File: src/rtl/csr_trap_seq.sv
// ECALL/MRET trap sequencer: issues ordered CSR accesses over a valid/ready port and
// hands the resulting target PC to IFU. Optional mstatus RMW via CSR_TRAP_MSTATUS_EN.
module csr_trap_seq #(
  parameter int                ADDR_W      = 32,
  parameter logic [ADDR_W-1:0] CAUSE_ECALL = ADDR_W'(32'h0000_000b),
  parameter int                TIMEOUT     = 16
) (
  input  logic              clk,
  input  logic              reset,
  input  logic              trap_valid_i,
  output logic              trap_ready_o,
  input  logic [1:0]        trap_op_i,
  input  logic [ADDR_W-1:0] pc_i,
  output logic              csr_valid_o,
  input  logic              csr_ready_i,
  output logic              csr_we_o,
  output logic [11:0]       csr_addr_o,
  output logic [ADDR_W-1:0] csr_wdata_o,
  input  logic [ADDR_W-1:0] csr_rdata_i,
  output logic              redirect_valid_o,
  output logic [ADDR_W-1:0] redirect_pc_o,
  input  logic              redirect_ready_i,
  output logic              err_o
);

  localparam int                CNT_W      = $clog2(TIMEOUT + 1);
  localparam logic [11:0]       A_MSTATUS  = 12'h300;
  localparam logic [11:0]       A_MTVEC    = 12'h305;
  localparam logic [11:0]       A_MEPC     = 12'h341;
  localparam logic [11:0]       A_MCAUSE   = 12'h342;
  localparam logic [1:0]        OP_ECALL   = 2'b01;
  localparam logic [1:0]        OP_MRET    = 2'b10;
  localparam logic [ADDR_W-1:0] ALIGN_MASK = ~ADDR_W'(3);

  typedef enum logic [2:0] {
    S_IDLE, S_W_EPC, S_W_CAUSE, S_R_VEC, S_R_EPC, S_REDIR
`ifdef CSR_TRAP_MSTATUS_EN
    , S_R_MST, S_W_MST
`endif
  } state_e;

  state_e            state_q, state_d;
  logic [ADDR_W-1:0] pc_q, pc_d;
  logic [ADDR_W-1:0] tgt_q, tgt_d;
  logic [CNT_W-1:0]  cnt_q, cnt_d;
  logic              err_q, err_d;

`ifdef CSR_TRAP_MSTATUS_EN
  logic [1:0]        op_q, op_d;
  logic [ADDR_W-1:0] mst_q, mst_d;
  logic [ADDR_W-1:0] mst_trap, mst_ret;

  // mstatus bits: MIE[3], MPIE[7], MPP[12:11]
  always_comb begin
    mst_trap        = mst_q;
    mst_trap[7]     = mst_q[3];
    mst_trap[3]     = 1'b0;
    mst_trap[12:11] = 2'b11;
    mst_ret         = mst_q;
    mst_ret[3]      = mst_q[7];
    mst_ret[7]      = 1'b1;
    mst_ret[12:11]  = 2'b11;
  end
`endif

  always_ff @(posedge clk or negedge reset) begin
    if (!reset) begin
      state_q <= S_IDLE;
      pc_q    <= '0;
      tgt_q   <= '0;
      cnt_q   <= '0;
      err_q   <= 1'b0;
`ifdef CSR_TRAP_MSTATUS_EN
      op_q    <= '0;
      mst_q   <= '0;
`endif
    end else begin
      state_q <= state_d;
      pc_q    <= pc_d;
      tgt_q   <= tgt_d;
      cnt_q   <= cnt_d;
      err_q   <= err_d;
`ifdef CSR_TRAP_MSTATUS_EN
      op_q    <= op_d;
      mst_q   <= mst_d;
`endif
    end
  end

  always_comb begin
    state_d          = state_q;
    pc_d             = pc_q;
    tgt_d            = tgt_q;
    cnt_d            = '0;
    err_d            = 1'b0;
`ifdef CSR_TRAP_MSTATUS_EN
    op_d             = op_q;
    mst_d            = mst_q;
`endif
    csr_valid_o      = 1'b0;
    csr_we_o         = 1'b0;
    csr_addr_o       = '0;
    csr_wdata_o      = '0;
    redirect_valid_o = 1'b0;
    redirect_pc_o    = '0;

    case (state_q)
      S_IDLE: begin
        if (trap_valid_i) begin
          pc_d = pc_i;
`ifdef CSR_TRAP_MSTATUS_EN
          op_d = trap_op_i;
`endif
          if (trap_op_i == OP_ECALL) state_d = S_W_EPC;
          else if (trap_op_i == OP_MRET)
`ifdef CSR_TRAP_MSTATUS_EN
            state_d = S_R_MST;
`else
            state_d = S_R_EPC;
`endif
        end
      end
      S_W_EPC: begin
        csr_valid_o = 1'b1;
        csr_we_o    = 1'b1;
        csr_addr_o  = A_MEPC;
        csr_wdata_o = pc_q;
        if (csr_ready_i) state_d = S_W_CAUSE;
      end
      S_W_CAUSE: begin
        csr_valid_o = 1'b1;
        csr_we_o    = 1'b1;
        csr_addr_o  = A_MCAUSE;
        csr_wdata_o = CAUSE_ECALL;
        if (csr_ready_i)
`ifdef CSR_TRAP_MSTATUS_EN
          state_d = S_R_MST;
`else
          state_d = S_R_VEC;
`endif
      end
      // Targets are forced word-aligned: direct-mode mtvec, aligned mepc.
      S_R_VEC: begin
        csr_valid_o = 1'b1;
        csr_addr_o  = A_MTVEC;
        if (csr_ready_i) begin
          tgt_d   = csr_rdata_i & ALIGN_MASK;
          state_d = S_REDIR;
        end
      end
      S_R_EPC: begin
        csr_valid_o = 1'b1;
        csr_addr_o  = A_MEPC;
        if (csr_ready_i) begin
          tgt_d   = csr_rdata_i & ALIGN_MASK;
          state_d = S_REDIR;
        end
      end
`ifdef CSR_TRAP_MSTATUS_EN
      S_R_MST: begin
        csr_valid_o = 1'b1;
        csr_addr_o  = A_MSTATUS;
        if (csr_ready_i) begin
          mst_d   = csr_rdata_i;
          state_d = S_W_MST;
        end
      end
      S_W_MST: begin
        csr_valid_o = 1'b1;
        csr_we_o    = 1'b1;
        csr_addr_o  = A_MSTATUS;
        csr_wdata_o = (op_q == OP_ECALL) ? mst_trap : mst_ret;
        if (csr_ready_i) state_d = (op_q == OP_ECALL) ? S_R_VEC : S_R_EPC;
      end
`endif
      S_REDIR: begin
        redirect_valid_o = 1'b1;
        redirect_pc_o    = tgt_q;
        if (redirect_ready_i) state_d = S_IDLE;
      end
      default: state_d = S_IDLE;
    endcase

    // Counter is zero on entry to every CSR state; only stalled cycles count.
    if (csr_valid_o && !csr_ready_i) begin
      if (cnt_q == CNT_W'(TIMEOUT - 1)) begin
        state_d = S_IDLE;
        err_d   = 1'b1;
      end else begin
        cnt_d = cnt_q + CNT_W'(1);
      end
    end
  end

  assign trap_ready_o = reset && (state_q == S_IDLE);
  assign err_o        = err_q;

endmodule

File: config.mk
export PLATFORM = sky130hd
export DESIGN_NAME = csr_trap_seq
export DESIGN_NICKNAME = d
export VERILOG_FILES = /design/src/rtl/csr_trap_seq.sv
export SDC_FILE = /design/constraint.sdc
export NUM_CORES = 1
export LEC_CHECK = 0
export CORE_ASPECT_RATIO = 0.75
export CORE_MARGIN = 3
export CORE_UTILIZATION = 45
export DETAILED_ROUTE_END_ITERATION = 12
export PLACE_DENSITY = 0.95
export SYNTH_ARGS = -nofsm -noshare
export SYNTH_HDL_FRONTEND = slang
export SYNTH_SLANG_ARGS = --single-unit
File: constraint.sdc
create_clock -name clk -period 5.15 [get_ports clk]
set_clock_uncertainty 0.1 [all_clocks]
set_input_delay 1.03 -clock clk [delete_from_list [all_inputs] [get_ports clk]]
set_output_delay 1.03 -clock clk [all_outputs]
set_load 0.03 [all_outputs]
# Yosys cells after proc, flatten, opt, wreduce, memory -nomap -nowiden
# Cells that the tools add are included.
# totals
register_bits,71
out_inout_bits,81
input_bits,71
word_cells,44
# op_classes
n_reduce_logical,10
n_mux,20
n_eq_ne,8
n_addsub,1
# op_table
operator,count
case mux 32 bit (2 select lines),1
two-way mux 32 bit,1
case mux 10 bit (3 select lines),1
two-way mux 3 bit,9
case mux 3 bit (5 select lines),1
two-way mux 5 bit,2
equality test 3 x 2 -> 1 bit (second input constant),2
equality test 3 bit (second input constant),2
OR reduction 2 bit,3
adder 5 x 1 -> 5 bit (second input constant),1
equality test 5 x 4 -> 1 bit (second input constant),1
two-way mux 1 bit,5
AND reduction 2 bit,2
OR reduction 4 bit,1
equality test 3 x 1 -> 1 bit (second input constant),1
logical NOT 3 bit,1
equality test 2 x 1 -> 1 bit (second input constant),1
equality test 2 bit (second input constant),1
logical AND 1 bit,2
logical NOT 1 bit,1

# Longest topological paths before layout
# Gate-level depths: netlist of run 1.
# logic_depth
depth_word,7
ltp_mapped,5
depth_no_buf,4

# Worst setup path after synthesis of run 1
# No wires, ideal clock.
# synth_timing
path_type,in2out
startpoint,input reset
endpoint,output trap_ready_o
t_required_ps,4020
path_buffers,0
slack_ps,1984
arrival_ps,2036
cell_stages,1
cell_sequence,nor4b_1
# synth_via
elab_chain_cells,1
# synth_rtl
item,line_no,source
from (decl),9,"input logic reset,"
logical AND 1 bit,195,assign trap_ready_o = reset && (state_q == S_IDLE);
to (decl),11,"output logic trap_ready_o,"
# Every way passes these cells.

# Final worst setup path of run 1
# layout_timing
startpoint,register state_q[2]
endpoint,output redirect_pc_o[30]
# layout_via
elab_chain_cells,2
# layout_rtl
item,line_no,source
from (decl),42,"state_e state_q, state_d;"
from (signal assigned),78,state_q <= state_d;
equality test 3 bit,107,case (state_q)
two-way mux 32 bit,107,
to (decl),21,"output logic [ADDR_W-1:0] redirect_pc_o,"
# Every way passes these cells.

==> reports/metrics.yaml, run 1 <==
required_ns: 4.02
leakagePower_nw: 2.12
setup-violations-final: 0
power_switching_share: 0.378
tightest_slew_ns: 0.882
intPower_w: 0.00183
post_cts_resized: 0
yosysTopAreaCellShare: 0.531
syn_area_mm2: 0.00334
fin_tns_setup_ns: 0
gr-max-usage-layer: "met2"
cts_tree: "yes"
h-tree-depth: 3
p_total_w: 0.00294
critPathLaunchType: "flop"
cts.clk_slew.worst_paths_ns: 0.08
fp.coreArea_mm2: 0.00699
wirelength_um: 8210
dp_slack_ns: 1.80
fp.dieW_um: 106
ys_warn_count: 0
ys_types: 39
numCtsBuffers: 9
fp.dieArea_mm2: 0.00851
vias_per_cell: 4.86
drive_gt1_frac: 0.221
hold_buffers: 0
avgSynthCellArea_um2: 12.7
ant_nets: 0
crit_slowest_cell: "clkdlybuf4s50_1"
outcome: "finished clean"
grt_antenna_before_repair: 0
port_buffers: 141
post_cts_buffers: 0
yosysTopAreaCell: "dfrtp_1"
drtIter0Drc: 81
die-height_um: 80.6
grt_pass1_vias: 2650
path_max_fanout: 31
irDropWorstVdd_mv: 0.393
synth_area_leaders: "dfrtp_1 53%, mux2_2 20%, and2_1 12%"
firstDrtPassIters: 4
met2_usage: 0.348
p_sw_w: 0.00111
use_met3: 0.108
design_area_mm2: 0.00502
root_buffer: "clkbuf_8"
cap_viol_max_count: 0
placed_area_mm2: 0.00479
drv_slew: 0
grt_pass1_wl_um: 13100
area_growth_pct: 50.2
whs_path_depth: 1
pwr-share-seq: 0.332
wl_per_cell_um: 16.3
place_inst: 489
routabilityCongestion: 0.771
fin_cells: 505
ios: 152
rsz0062_at_grt: "false"
power.share.clock: 0.170
seq_area_frac_synth: 0.531
critPathMaxStageDelay_ns: 0.68
start_util: 0.478
crit_chain: "inv_1 > nor3_2 > buf_4 > and2_1 > clkdlybuf4s50_1"
hp-class: "flop to flop"
crit_arrival_ns: 2.48
syn_inst: 263
combPwrFrac: 0.498
fin_crit_ns: 3.61
clock_path_buffers: 2
grt_max_degree: 72
dpl.hpwl_um: 6170
slew_headroom: 0.412
gr-usage-met1: 0.217
synth-seq-cells: 71
drc: 0
row_count: 26
clock.fmax_mhz: 277
min_period_over_period: 0.701
hold_viol_final: 0
r2r_cells: 4
setup_slack_ns: 1.54
cp-end-kind: "output pin"
path_class: "flop to output pin"
powerDensity_mw_per_mm2: 586
clock_latency_ns: 0.33
gr-total-overflow: 0
cts.sinks: 71
diodes: 0
dr_total_vias: 2452
grt_usage: 0.198
layout.nets: 474
==> flip-flops by register name (all words and copies together) (netlist names) <==
register	flops
err_o	1
pc_q	32
state_q	3
cnt_q	5
tgt_q	30
==> Yosys cell counts <==
library cell   n
dfrtp_1       71
and2_1        63
mux2_2        60
buf_4         12
buf_2          6
clkbuf_1       6
a21o_1         3
nand2_1        3
nor3b_1        3
a222oi_1       2
inv_1          2
mux2_1         2
nand3_1        2
nand3b_1       2
xor2_1         2
a21oi_1        1
a21oi_4        1
a32oi_1        1
and3_1         1
and3b_1        1
buf_6          1
conb_1         1
ha_1           1
nor2_1         1
nor2b_1        1
nor3_1         1
nor3_2         1
nor4b_1        1
nor4b_4        1
o21ai_0        1
o21ai_1        1
o21bai_1       1
o221ai_1       1
o311ai_0       1
o31ai_1        1
or2_2          1
or3_1          1
or3b_2         1
or3b_4         1
==> layout make-up <==
cell class	instances	area [um2]
fill	510	1970
sequential	71	1780
timing repair buffer	146	1440
multi-input combinational	172	1440
clock buffer	10	138
tap	98	123
clock inverter	6	92.6
inverter	2	7.51
==> cells in the final DEF, fill, tap and decap left out, types with 2 or more instances in the layout <==
cell,count
inv_1,2
clkdlybuf4s50_1,140
buf_4,5
a222oi_1,2
clkinvlp_4,2
dfrtp_1,71
nand2_1,3
nand3b_1,2
mux2_2,60
xor2_1,2
bufinv_16,2
mux2_1,2
clkbuf_8,10
a21o_1,3
nor3_2,2
and2_1,63
conb_1,8
nand3_1,2
nor3b_1,3
==> metrics by stage <==
| stage | utilization | hold WS, ns |
|---|---|---|
| finish | 0.718 | 0.373 |
| global route | 0.718 | 0.401 |
| CTS | 0.718 | 0.377 |
| detailed placement | 0.685 | 0.367 |
| global placement | 0.685 | 0.351 |
| floorplan | - | 0.338 |
==> path summary, 6_finish.rpt <==
check	startpoint	endpoint	slack [ns]
hold reg to reg	cnt_q[0]$_DFF_PN0_	cnt_q[0]$_DFF_PN0_	0.37
setup reg to reg	state_q[2]$_DFF_PN0_	tgt_q[3]$_DFFE_PN0P_	3.16
hold / removal	cnt_q[0]$_DFF_PN0_	cnt_q[0]$_DFF_PN0_	0.37
max in group asynchronous	reset	pc_q[31]$_DFFE_PN0P_	3.51
min in group asynchronous	reset	tgt_q[14]$_DFFE_PN0P_	0.88
setup / recovery	state_q[2]$_DFF_PN0_	redirect_pc_o[30]	1.54
==> layer usage <==
metal / wire length (um) / share of wire
met1: 3190 / 0.39
met2: 4040 / 0.49
met3: 964 / 0.12
met4: 19 / 0.0023
met5: 0 / 0
==> kinds of logic after synthesis <==
| kind of cell | after synthesis | synth area share |
|---|---|---|
| adders and majority gates | 1 | 0.00374 |
| muxes | 62 | 0.209 |
| xor gates and xnor gates | 2 | 0.00524 |
| AOI/OAI and AO/OA | 14 | 0.0344 |
| and+or+nand+nor | 85 | 0.167 |
| buffers and inverters | 27 | 0.0483 |
| other | 1 | 0.00112 |
| DFF | 71 | 0.531 |
==> worst max-delay path: cells and delay by family, from the launching register on <==
family,cells,cell delay (ns)
simple gates,2,0.40
buf+inv,3,1.12
flops,1,0.63
==> power groups by stage <==
| stage | combinational [W] | clock (W) | sequential [W] |
|---|---|---|---|
| global route | 0.00157 | 0.000535 | 0.00102 |
| finish | 0.00147 | 0.000499 | 0.000978 |
| CTS | 0.00149 | 0.000512 | 0.000982 |
| global placement | 0.00144 | 0 | 0.000962 |
| floorplan | 0.00100 | 0 | 0.000915 |
| detailed placement | 0.00148 | 0 | 0.000992 |
Power figures use the tool's default switching activity.
==> run 2: changes to the inputs <==
- CORE_UTILIZATION: 45 -> 38
- PLACE_DENSITY: 0.95 -> 0.88
- clock period: 5.15 -> 3.2 ns (I/O delays scaled with it)
==> run 2 against run 1 <==
  * Combinational power increased by 58%
  * Clock power increased by 110%
  * Sequential power increased by 60%
  * Sequential share of layout area decreased by 0.075 points
  * Critical endpoint is now csr_addr_o[6]
  * Largest power group unchanged
==> reports/metrics.yaml, run 2 (same netlist as run 1, synthesis figures left out) <==
post_cts_buffers: 0  # unchanged
layout_commonest_cell: "clkdlybuf4s50_1"
numCtsBuffers: 9  # unchanged
crit_arrival_ns: 2.24  # -0.24 ns
grt_antenna_before_repair: 0  # unchanged
gr-total-overflow: 0  # unchanged
wirelength_um: 7960  # -3.1%
rr_startpoint: "state_q[2]$_DFF_PN0_"
hp-class: "flop to flop"
dr_total_vias: 2466  # +0.57%
firstDrtPassIters: 5  # +1
required_ns: 2.46  # -1.56 ns
slew_headroom: 0.249  # -0.162
r2r_end: "tgt_q[25]$_DFFE_PN0P_"
cts_tree: "yes"
fp.dieW_um: 114  # +8.3%
drtIter0Drc: 47  # -42%
ff2ff_setup_slack_ns: 0.65  # -2.51 ns
die-height_um: 87.2  # +8.2%
powerDensity_mw_per_mm2: 975  # +66%
intPower_w: 0.00312  # +71%
drc: 0  # unchanged
diodes: 0  # unchanged
combPwrFrac: 0.472  # -0.026
grt_usage: 0.160  # -0.0375
final_cell_mix: "108 x clkdlybuf4s50_1, 68 x dfrtp_1, 63 x and2_1"
top_register: "pc_q"
start_util: 0.408  # -0.0702
power_switching_share: 0.365  # -0.0133
leakagePower_nw: 2.22  # +4.9%
ios: 152  # unchanged
root_buffer: "clkbuf_16"
critPathLaunchType: "flop"
clock_latency_ns: 0.32  # about the same
ant_nets: 0  # unchanged
h-tree-depth: 3  # unchanged
pwr-share-seq: 0.318  # -0.014
drv_slew: 0  # unchanged
hold_path_startpoint: "cnt_q[0]$_DFF_PN0_"
irDropWorstVdd_mv: 0.579  # +47%
path_max_fanout: 34  # +9.7%
vias_per_cell: 4.82  # -0.80%
r2r_cells: 4  # unchanged
largest_register_ffs: 32  # unchanged
grt_pass1_wl_um: 12500  # -4.7%
clock.fmax_mhz: 335
holdPathEnd: "cnt_q[0]$_DFF_PN0_"
hold_viol_final: 0  # unchanged
p_sw_w: 0.00179  # +61%
cts.clk_slew.worst_paths_ns: 0.06  # -0.02 ns
clock_path_buffers: 2  # unchanged
cp-end-kind: "output pin"
cap_viol_max_count: 0  # unchanged
area_growth_pct: 50.8
rsz0062_at_grt: "false"
fin_tns_setup_ns: 0  # unchanged
drive_gt1_frac: 0.307  # +0.0860
routabilityCongestion: 0.752  # -2.6%
placed_area_mm2: 0.00472  # -1.4%
top_regs: "pc_q: 32 flops, tgt_q: 30 flops, cnt_q: 5 flops"
setup-violations-final: 0  # unchanged
min_period_over_period: 0.933
outcome: "finished clean"
fp.coreArea_mm2: 0.00820  # +17%
power.share.clock: 0.209  # +0.039
whs_path_depth: 1  # unchanged
fp.dieArea_mm2: 0.00997  # +17%
path_class: "flop to output pin"
grt_pass1_vias: 2616  # -1.3%
cts.sinks: 71  # unchanged
layout.nets: 474  # unchanged
row_count: 28  # +7.7%
port_buffers: 141  # unchanged
grt_max_degree: 72  # unchanged
tightest_slew_ns: 1.13  # +0.244 ns
fin_crit_ns: 2.98
dpl.hpwl_um: 5850  # -5.1%
wl_per_cell_um: 15.5  # -4.5%
design_area_mm2: 0.00504  # +0.42%
run 2: changes by cell type in the layout (fill, tap and decap cells not counted), sizes merged:
| cell | change |
|---|---|
| clkbuf | +1 |
| bufinv | -1 |
| clkinvlp | -1 |
| inv | +1 |
| clkdlybuf4s50 | -32 |
| buf | +32 |
run 2: stage by stage:
| step | utilization | setup WS (ns) | total power, W | hold slack [ns] | instances |
|---|---|---|---|---|---|
| 2_1_floorplan | - | 0.783 | 0.00308 | 0.244 | 270 |
| 3_3_place_gp | 0.576 | 0.446 | 0.00384 | 0.351 | 496 |
| 3_5_place_dp | 0.576 | 0.439 | 0.00393 | 0.375 | 496 |
| 4_1_cts | 0.615 | 0.0683 | 0.00498 | 0.383 | 512 |
| 5_1_grt | 0.615 | 0.0449 | 0.00521 | 0.409 | 512 |
| 6_report | 0.615 | 0.215 | 0.00491 | 0.377 | 512 |
run 2: critical path, stage by stage, from the launching register on:
cell and delay (ns):
dfrtp_2 0.49, inv_1 0.17, nor3_2 0.05, buf_4 0.22
or3_1 0.39, clkdlybuf4s50_1 0.60
run 2: power groups by stage:
stage,combinational (W),sequential (W),clock (W)
2_1_floorplan,0.00161,0.00147,0
3_3_place_gp,0.00230,0.00155,0
3_5_place_dp,0.00235,0.00158,0
4_1_cts,0.00236,0.00156,0.00106
5_1_grt,0.00248,0.00163,0.00110
6_report,0.00232,0.00156,0.00103
run 2: repair_timing:
item / CTS / global route
setup endpoints to repair: 0 / 34
hold buffers: 0 / 0
resized for setup: 0 / 3
run 2: layout make-up:
| cell class | instances | area [um2] |
|---|---|---|
| Multi-Input combinational cell | 172 | 1440 |
| Fill cell | 675 | 3160 |
| Sequential cell | 71 | 1780 |
| Clock buffer | 11 | 253 |
| Tap cell | 105 | 131 |
| Clock inverter | 5 | 63.8 |
| Timing Repair Buffer | 146 | 1370 |
| Inverter | 2 | 7.51 |
run 2: routing by layer:
metal / GRT usage / share of wire / up-vias
li1: - / - / 1162
met1: 0.185 / 0.40 / 1183
met2: 0.269 / 0.47 / 114
met3: 0.0785 / 0.11 / 7
met4: 0.0410 / 0.0072 / 0
met5: 0 / 0 / -
run 2: worst max-delay path by stage:
stage                               startpoint              end  cells past startpoint
after floorplan           state_q[2]$_DFF_PN0_     trap_ready_o                      2
after global placement    state_q[0]$_DFF_PN0_   csr_wdata_o[1]                      5
after detailed placement  state_q[0]$_DFF_PN0_  csr_wdata_o[19]                      5
after CTS                 state_q[0]$_DFF_PN0_   csr_wdata_o[6]                      5
after global routing      state_q[0]$_DFF_PN0_  csr_wdata_o[21]                      5
final                     state_q[0]$_DFF_PN0_    csr_addr_o[6]                      5
==> run 3: changes to the inputs <==
==> constraint.sdc (replaced) <==
create_clock -name clk -period 3.2 [get_ports clk]
set_clock_uncertainty 0.1 [all_clocks]
set_input_delay 0.32 -clock clk [delete_from_list [all_inputs] [get_ports clk]]
set_output_delay 0.32 -clock clk [all_outputs]
set_load 0.03 [all_outputs]
==> run 3 against run 2 <==
  * Die area is the same
  * Clock-buffer cell count shrank 1
  * Register-to-register slack gained 0.56 ns
  * Critical path depth is the same
  * Critical endpoint is now redirect_pc_o[5]
  * Highest routed layer unchanged
==> reports/metrics.yaml, run 3 (same netlist as run 1, synthesis figures left out) <==
critPathLaunchType: "flop"
die-height_um: 87.2  # unchanged
drive_gt1_frac: 0.221  # -0.0860
fin_tns_setup_ns: 0  # unchanged
ant_nets: 0  # unchanged
cts_tree: "yes"
grt_antenna_before_repair: 0  # unchanged
layout_commonest_cell: "clkdlybuf4s50_1"
gr-total-overflow: 0  # unchanged
crit_arrival_ns: 2.39  # +0.15 ns
start_util: 0.408  # unchanged
routabilityCongestion: 0.750  # -0.17%
h-tree-depth: 3  # unchanged
diodes: 0  # unchanged
largest_register_ffs: 32  # unchanged
dr_total_vias: 2410  # -2.3%
top_register: "pc_q"
fp.dieW_um: 114  # unchanged
grt_pass1_vias: 2557  # -2.3%
grt_pass1_wl_um: 12800  # +2.4%
final_cell_mix: "140 x clkdlybuf4s50_1, 71 x dfrtp_1, 63 x and2_1"
fp.dieArea_mm2: 0.00997  # unchanged
path_max_fanout: 31  # -8.8%
row_count: 28  # unchanged
irDropWorstVdd_mv: 0.482  # -17%
vias_per_cell: 4.71  # -2.3%
hold_viol_final: 0  # unchanged
numCtsBuffers: 9  # unchanged
leakagePower_nw: 2.18  # -1.8%
ios: 152  # unchanged
setup-violations-final: 0  # unchanged
cap_viol_max_count: 0  # unchanged
rr_startpoint: "state_q[2]$_DFF_PN0_"
tightest_slew_ns: 0.898  # -0.228 ns
crit_start: "state_q[2]$_DFF_PN0_"
cts.clk_slew.worst_paths_ns: 0.06  # about the same
slew_headroom: 0.401  # +0.152
outcome: "finished clean"
hold_buffers: 0  # unchanged
cts.sinks: 71  # unchanged
clock_latency_ns: 0.31  # about the same
crit_chain: "inv_1 > nor3_2 > buf_4 > and2_1 > clkdlybuf4s50_1"
clock_path_buffers: 2  # unchanged
layout.nets: 474  # unchanged
path_class: "flop to output pin"
port_buffers: 141  # unchanged
powerDensity_mw_per_mm2: 981  # +0.64%
wirelength_um: 7800  # -1.9%
cp-end-kind: "output pin"
drtIter0Drc: 57  # +21%
grt_usage: 0.162  # +0.00163
post_cts_buffers: 0  # unchanged
ff2ff_setup_slack_ns: 1.21  # +0.56 ns
hp-class: "input port to asynchronous set/reset pin"
wl_per_cell_um: 15.2  # -1.9%
drv_slew: 0  # unchanged
root_buffer: "clkbuf_16"
drc: 0  # unchanged
post_cts_resized: 0  # unchanged
rsz0062_at_grt: "false"
crit_slowest_cell: "clkdlybuf4s50_1"
fp.coreArea_mm2: 0.00820  # unchanged
top_regs: "pc_q: 32 flops, tgt_q: 30 flops, cnt_q: 5 flops"
dpl.hpwl_um: 5710  # -2.5%
required_ns: 2.78  # +0.32 ns
area_growth_pct: 54.3
clock.fmax_mhz: 356  # +6.2%
postLayoutCoreUtil: 0.629  # +0.0140
grt_max_degree: 72  # unchanged
firstDrtPassIters: 4  # -1
fin_crit_ns: 2.81  # -0.174 ns
critPathMaxStageDelay_ns: 0.68  # +0.08 ns
min_period_over_period: 0.878  # -0.0545
## run 3: changes by cell type in the layout (fill, tap and decap cells not counted), moves of 2 or more
cell,previous run,this run
clkdlybuf4s50_1,108,140
bufinv_16,1,3
dfrtp_1,68,71
dfrtp_2,3,0
buf_4,38,6
## run 3: path summary, 6_finish.rpt
check	to	depth (start not counted)
max in group asynchronous	pc_q[31]$_DFFE_PN0P_	2
min	tgt_q[9]$_DFFE_PN0P_	2
max	redirect_pc_o[5]	5
min in group clk	cnt_q[0]$_DFF_PN0_	1
min reg2reg	cnt_q[0]$_DFF_PN0_	1
max reg2reg	tgt_q[11]$_DFFE_PN0P_	4
## run 3: routing by layer
layer	global-route usage	vias up	part of all wire
met2	0.256	94	0.47
met5	0	-	0
met1	0.200	1150	0.42
met4	0.0356	0	0.0027
met3	0.0819	2	0.11
li1	-	1164	-
## run 3: stage by stage
stage	cell area [um2]	power [W]	setup slack, ns	cells	hold WS (ns)
after global routing	5160	0.00538	0.188	512	0.227
after global placement	4800	0.00386	0.742	496	0.353
after CTS	5160	0.00513	0.344	512	0.199
after detailed placement	4800	0.00395	0.701	496	0.377
final	5160	0.00506	0.390	512	0.153
after floorplan	3370	0.00308	1.10	270	-0.0756
## run 3: where the power goes
part	internal, W	leakage (nW)	switching, W	total [W]
Sequential	0.00133	0.854	0.000236	0.00157
Combinational	0.00115	1.15	0.00118	0.00233
Clock	0.000788	0.173	0.000372	0.00116
Total	0.00327	2.18	0.00179	0.00506
## run 3: cell type report
type | count | area [um2]
tap | 105 | 131
sequential | 71 | 1780
inverter | 2 | 7.51
clock buffer | 10 | 239
multi-input combinational | 172 | 1440
timing repair buffer | 146 | 1450
fill | 668 | 3040
clock inverter | 6 | 116
## run 3: critical path: cells and delay by family, from the launching register on
| kind | cells | cell delay (ns) |
|---|---|---|
| buffers and inverters | 3 | 1.08 |
| DFF | 1 | 0.62 |
| and+or+nand+nor | 2 | 0.34 |
